===== src/rtl/if_fetch_queue.sv =====
// if_fetch_queue: PC owner, instruction fetch and decode FIFO.
// clk/rst_n; im_addr/im_instr memory side;
// redirect_valid/redirect_pc flush+restart;
// id_valid/id_instr/id_pc/id_ready decode side;
// align_err sticky misaligned-target flag.
module if_fetch_queue #(
  parameter logic [31:0] RESET_PC = 32'h0000_0000,
  parameter int          DEPTH    = 4
) (
  input  logic        clk,
  input  logic        rst_n,
  output logic [31:0] im_addr,
  input  logic [31:0] im_instr,
  input  logic        redirect_valid,
  input  logic [31:0] redirect_pc,
  output logic        id_valid,
  output logic [31:0] id_instr,
  output logic [31:0] id_pc,
  input  logic        id_ready,
  output logic        align_err
);

  localparam int AW = $clog2(DEPTH);
  localparam logic [AW:0] FULL_CNT = (AW+1)'(DEPTH);

  logic [31:0]   pc;
  logic [31:0]   q_instr [DEPTH];
  logic [31:0]   q_pc    [DEPTH];
  logic [AW-1:0] wptr;
  logic [AW-1:0] rptr;
  logic [AW:0]   count;
  logic          push;
  logic          pop;
  logic          full;

  assign im_addr  = pc;
  assign full     = (count == FULL_CNT);
  assign id_valid = (count != '0);
  assign id_instr = q_instr[rptr];
  assign id_pc    = q_pc[rptr];

  // A full queue may still fetch when the head leaves this cycle.
  assign pop  = id_valid & id_ready;
  assign push = ~redirect_valid & (~full | pop);

  always_ff @(posedge clk or negedge rst_n) begin
    if (!rst_n) begin
      pc        <= RESET_PC;
      wptr      <= '0;
      rptr      <= '0;
      count     <= '0;
      align_err <= 1'b0;
      for (int i = 0; i < DEPTH; i++) begin
        q_instr[i] <= '0;
        q_pc[i]    <= '0;
      end
    end else if (redirect_valid) begin
      // Flush drops the head even if decode took it.
      pc    <= {redirect_pc[31:2], 2'b00};
      wptr  <= '0;
      rptr  <= '0;
      count <= '0;
      if (redirect_pc[1:0] != 2'b00)
        align_err <= 1'b1;
    end else begin
      if (push) begin
        q_instr[wptr] <= im_instr;
        q_pc[wptr]    <= pc;
        wptr          <= wptr + 1'b1;
        pc            <= pc + 32'd4;
      end
      if (pop)
        rptr <= rptr + 1'b1;
      count <= count + (AW+1)'(push)
                     - (AW+1)'(pop);
    end
  end

endmodule


===== config.mk =====
export PLATFORM = sky130hd
export DESIGN_NAME = if_fetch_queue
export DESIGN_NICKNAME = d
export VERILOG_FILES = /design/src/rtl/if_fetch_queue.sv
export SDC_FILE = /design/constraint.sdc
export NUM_CORES = 1
export LEC_CHECK = 0
export ABC_CLOCK_PERIOD_IN_PS = 4600
export BUFFER_PORTS_ARGS = -buffer_cell sky130_fd_sc_hd__buf_2
export CORE_MARGIN = 10
export CORE_UTILIZATION = 40
export DETAILED_ROUTE_END_ITERATION = 7
export PLACE_DENSITY = 0.66
export REMOVE_ABC_BUFFERS = 1
export SYNTH_ARGS = -nofsm -noshare
export SYNTH_HDL_FRONTEND = slang
export SYNTH_SLANG_ARGS = --single-unit

===== constraint.sdc =====
create_clock -name clk -period 4.6 [get_ports clk]
set_input_delay 0.69 -clock clk [delete_from_list [all_inputs] [get_ports clk]]
set_output_delay 0.69 -clock clk [all_outputs]
set_load 0.01 [all_outputs]

# Yosys cells after proc, flatten, opt, wreduce, memory -nomap -nowiden
# Cells that the tools add are included.
op_classes:
  n_addsub: 5
  n_lt_le_gt_ge: 3
  eq_ne: 1
  mux: 17
  bitwise_logic: 7
  reduce_logical: 7
op_table:
  columns: ["op", "count"]
  rows:
  - ["bitwise mux 128 bit", 2]
  - ["two-way mux 32 bit", 7]
  - ["binary-select mux 32 bit (select 2 bit)", 2]
  - ["demux 32 bit (select 2 bit)", 1]
  - ["adder 32 x 3 -> 32 bit, second input constant", 1]
  - ["two-way mux 2 bit", 4]
  - ["greater-or-equal comparator 3 bit, second input constant", 2]
  - ["NOT 2 -> 3 bit", 2]
  - ["nonzero test 2 bit", 3]
  - ["adder 2 x 1 -> 2 bit, second input constant", 2]
  - ["AND reduction 2 bit", 2]
  - ["adder 3 x 1 -> 3 bit", 1]
  - ["equality test 3 bit, second input constant", 1]
  - ["< comparator 3 x 1 -> 1 bit, second input constant", 1]
  - ["two-way mux 3 bit", 1]
  - ["nonzero test 3 bit", 1]
  - ["subtractor 3 x 1 -> 3 bit", 1]
  - ["AND 1 bit", 2]
  - ["NOT 1 bit", 2]
  - ["logical AND 1 bit", 1]
  - ["bitwise OR 1 bit", 1]
totals:
  reg_bits: 296
  inputBits: 68
  output_inout_bits: 98
  wordCells: 53

# Longest topological paths before layout
logic_depth:
  depth_word: 7
  depth_mapped: 11
  depth_no_buf: 10

# Worst setup path after synthesis
# Ideal clock, no wire load.
synth_path:
  path_type: "reg-to-output"
  startpoint: "register rptr[0]"
  endpoint: "output id_instr[10]"
  arrival_time_ns: 1.828
  t_required_ns: 3.910
  path_slack_ns: 2.082
  stages_incl_launch_ff: 4
  path_buffers: 2
  path_cell_list: "dfrtp_1 clkbuf_1 buf_1 mux4_2"
synth_via:
  elab_chain_cells: 4
synth_rtl:
  columns: ["element", "line_no", "rtl"]
  rows:
  - ["from (decl)", "30", "logic [AW-1:0] rptr;"]
  - ["from (signal assigned)", "73", "rptr <= rptr + 1'b1;"]
  - ["NOT 2 -> 3 bit (implied by the code)", "39", "assign id_instr = q_instr[rptr];"]
  - ["binary-select mux 32 bit (select 2 bit)", "39", null]
  - ["two-way mux 32 bit (implied by the code) (2 in series)", "39", null]
  - ["to (decl)", "17", "output logic [31:0] id_instr,"]
# No other way between the ends. The select of a mux whose other input is x is not followed.

# Worst setup path in the final report
layout_path:
  startpoint: "register rptr[0]"
  endpoint: "output id_pc[4]"
layout_via:
  elab_chain_cells: 4
layout_rtl:
  columns: ["element", "line_no", "rtl"]
  rows:
  - ["NOT 2 -> 3 bit (implied by the code)", "40", "assign id_pc = q_pc[rptr];"]
  - ["binary-select mux 32 bit (select 2 bit)", "40", null]
  - ["two-way mux 32 bit (implied by the code) (2 in series)", "40", null]
  - ["to (decl)", "18", "output logic [31:0] id_pc,"]
# No other way between the ends. The select of a mux whose other input is x is not followed.

==> qor.csv <==
stage,metric,value,unit
synth,synth_commonest_cells,"dfrtp_1, mux2_2, mux4_2",
placed_design,placed_cells,1364,
final_layout,nNetsFinal,1071,
placed_design,dp_hpwl,19200,um
synth,ys_warn_count,0,
final_layout,drive_above_1_share,0.531,
hold_path,worstHoldPathType,input pin to asynchronous set/reset pin,
final_layout,diodes,0,
die,core.rowCount,65,
cts,post_cts_buffers,0,
synth,synth_async_sr_flop_share,1.00,
final_layout,area_delta_synth_final,16.6,%
synth,synth_xor_area_frac,0.00747,
cts,clk_path_buf_depth,3,
critical_path,worstSetupStartpointType,flop,
critical_path,critical_path.top_delay_family,flip-flops,
status,outcome,"finished, final reports clean",
synth,synth-seq-cells,286,
route,wirelength,30700,um
global_route,grt-ovfl-total,0,
timing,final.setup.tns,0,ns
critical_path,worstRegToRegCells,3,
power_and_ir_drop,cellPowerDensity,679,mW/mm2
final_layout,fin_cells,1422,
timing,rsz0062_at_grt,no,
timing,max_slew.worst_pin.slew,1.07,ns
synth,synth_top_area_share,0.555,
synth,synth_cell_types,37,
die,start_util,0.407,
route,dr.first_iter.drc_count,469,
global_route,antenna_found_initial,0,
cts,cts-resized-gates,0,
critical_path,regToRegEndpoint,q_instr[87]$_DFFE_PN0P_,
route,avgViaCountPerCell,5.56,
cts,ctsRootBufferMaster,clkbuf_16,
power_and_ir_drop,power,10.2,mW
route,vias,7904,
timing,slew_headroom,0.284,
synth,ys_seq_area_frac,0.555,
timing,fin_ws,1.32,ns
cts,numCtsBuffers,31,
critical_path,critPathMaxStageDelay,0.82,ns
cts,cts_hold_buf,0,
critical_path,endpoint_kind,primary output,
placed_design,gp_congestion,0.745,
critical_path,crit_chain,buf_12 > mux4_2 > buf_2,
synth,synth_simple_gate_area_frac,0.0498,
route,drc_errors,0,
timing,setup_viol,0,
power_and_ir_drop,leakage,6.29,nW
placed_design,postPlaceCellArea,0.0140,mm2
synth,synthCells,863,
final_layout,nFillCells,2799,
final_layout,final_area,0.0150,mm2
cts,clk_latency,0.56,ns
critical_path,cpMaxStageDelayCell,dfrtp_4,
synth,synth_area_leaders,"dfrtp_1, mux2_2, mux4_2",
global_route,grt_first_pass_wirelength,48700,um
critical_path,cp_num_buf_inv,2,
timing,finalCriticalPeriod,3.28,ns
critical_path,crit_cells,3,
power_and_ir_drop,swShare,0.304,
synth,muxShareOfSynthArea,0.326,
die,die_h,200,um
synth,synth-adder-area-share,0.00834,
timing,hold_slack,0.192,ns
timing,timing.final.crit_share,0.714,
global_route,grt_max_degree,118,
timing,slew_violations,0,
die,io_pins,166,
critical_path,critPathKind,flop to primary output,
route,detail_route.wl_per_cell,21.6,um
synth,synth-compound-area-share,0.0247,
critical_path,cp.required,3.91,ns
timing,hold_viol,0,
global_route,grt_usage,0.154,
final_layout,final_core_util,0.474,
placed_design,dpl_worst_slack,1.70,ns
synth,synth.most_common_cell,dfrtp_1,
power_and_ir_drop,pwr-share-clk,0.247,
timing,fin_worst_skew,0.0205,ns
cts,htree_levels,1,
critical_path,r2r_start,count[1]$_DFF_PN0_,
critical_path,path_max_fanout,37,
timing,timing.fmax,305,MHz
cts,cts_tree,built,
critical_path,worstPathArrival,2.59,ns
critical_path,crit_start,rptr[0]$_DFFE_PN0P_,
synth,syn_area,0.0129,mm2
power_and_ir_drop,p_int,7.11,mW
route,antenna_left,0,
power_and_ir_drop,seqPwrFrac,0.427,
global_route,grt_pass1_vias,8300,
synth,synth-edff-count,0,
power_and_ir_drop,p_sw,3.10,mW
critical_path,r2r_setup_slack,1.97,ns
synth,yosysTopAreaCell,dfrtp_1,
synth,synth_flop_cell,dfrtp_1,
cts,clock-sinks,286,
placed_design,io_buffers,161,
die,fp.dieW,200,um
power_and_ir_drop,vdd_drop_max,0.317,mV
die,die-area,0.0398,mm2
job,drv_cap,0,
cts,path_clk_slew,0.07,ns
synth,synth_top_family_by_area,multiplexers,
synth,syn_area_per_cell,14.9,um2
power_and_ir_drop,power_frac_comb,0.326,
route,drtPass1Iterations,4,
die,core-area,0.0317,mm2
-- layout make-up --
class                           instances  area [um2]  area share
Clock buffer                           39         866      0.0576
Timing Repair Buffer                  168         893      0.0594
Multi-Input combinational cell        500        5400       0.359
Inverter                                8        30.0     0.00200
Sequential cell                       286        7160       0.476
Tap cell                              402         503      0.0335
Clock inverter                         19         180      0.0120
-- worst max-delay path by stage --
stage / end / slack [ns]
after floorplan: id_instr[0] / 0.70
after global placement: q_instr[96]$_DFFE_PN0P_ / 1.75
after detailed placement: q_instr[87]$_DFFE_PN0P_ / 1.70
after CTS: id_pc[4] / 1.20
after global routing: id_pc[4] / 1.15
final: id_pc[4] / 1.32
-- cell families after synthesis --
logic type / count (synthesis)
adders and majority gates: 8
buffers and inverters: 80
AOI/OAI and AO/OA: 49
and+or+nand+nor: 117
DFF: 286
other: 1
muxes: 311
xor gates and xnor gates: 11
-- placed cells by master, fill, tap and decap left out, types with 2 or more instances in the layout --
master,netlist,layout
dfrtp_1,286,284
mux2_2,248,248
buf_2,27,160
mux4_2,62,62
clkbuf_16,0,31
nand2_1,25,25
nor2_1,23,23
or4_1,20,20
nand3_1,17,17
a31oi_1,16,16
o31ai_1,14,14
clkinv_2,0,13
o21ai_0,11,11
nand4_1,9,9
inv_1,8,8
xor2_1,7,7
ha_1,7,7
o211ai_1,6,6
clkbuf_8,0,6
buf_4,6,5
xnor2_1,4,4
and3_4,0,4
and4_1,4,4
conb_1,1,4
or3_1,3,3
and3_1,7,3
bufinv_16,0,3
and2_1,2,2
inv_6,0,2
clkbuf_1,26,2
buf_12,0,2
dfrtp_4,0,2
-- power groups by stage --
stage | Clock (mW) | Combinational [mW] | Sequential [mW]
after floorplan | 0 | 2.33 | 4.21
after global placement | 0 | 3.32 | 4.36
after detailed placement | 0 | 3.40 | 4.41
after CTS | 2.58 | 3.41 | 4.37
after global routing | 2.69 | 3.61 | 4.53
final | 2.53 | 3.32 | 4.36
-- metal layers --
layer  routed length [um]  GRT usage  part of all wire  up-vias
met1                13800      0.212              0.45     4216
met2                14800      0.250              0.48      178
met4                  506     0.0320             0.016        0
met3                 1610     0.0276             0.052       35
li1                     -          -                 -     3475
met5                    0          0                 0        -
-- state kept, by name (all words and copies together) (netlist names) --
name,count
align_err,1
count,3
im_addr,30
q_instr,128
q_pc,120
rptr,2
wptr,2
(Power assumes the default switching activity.)
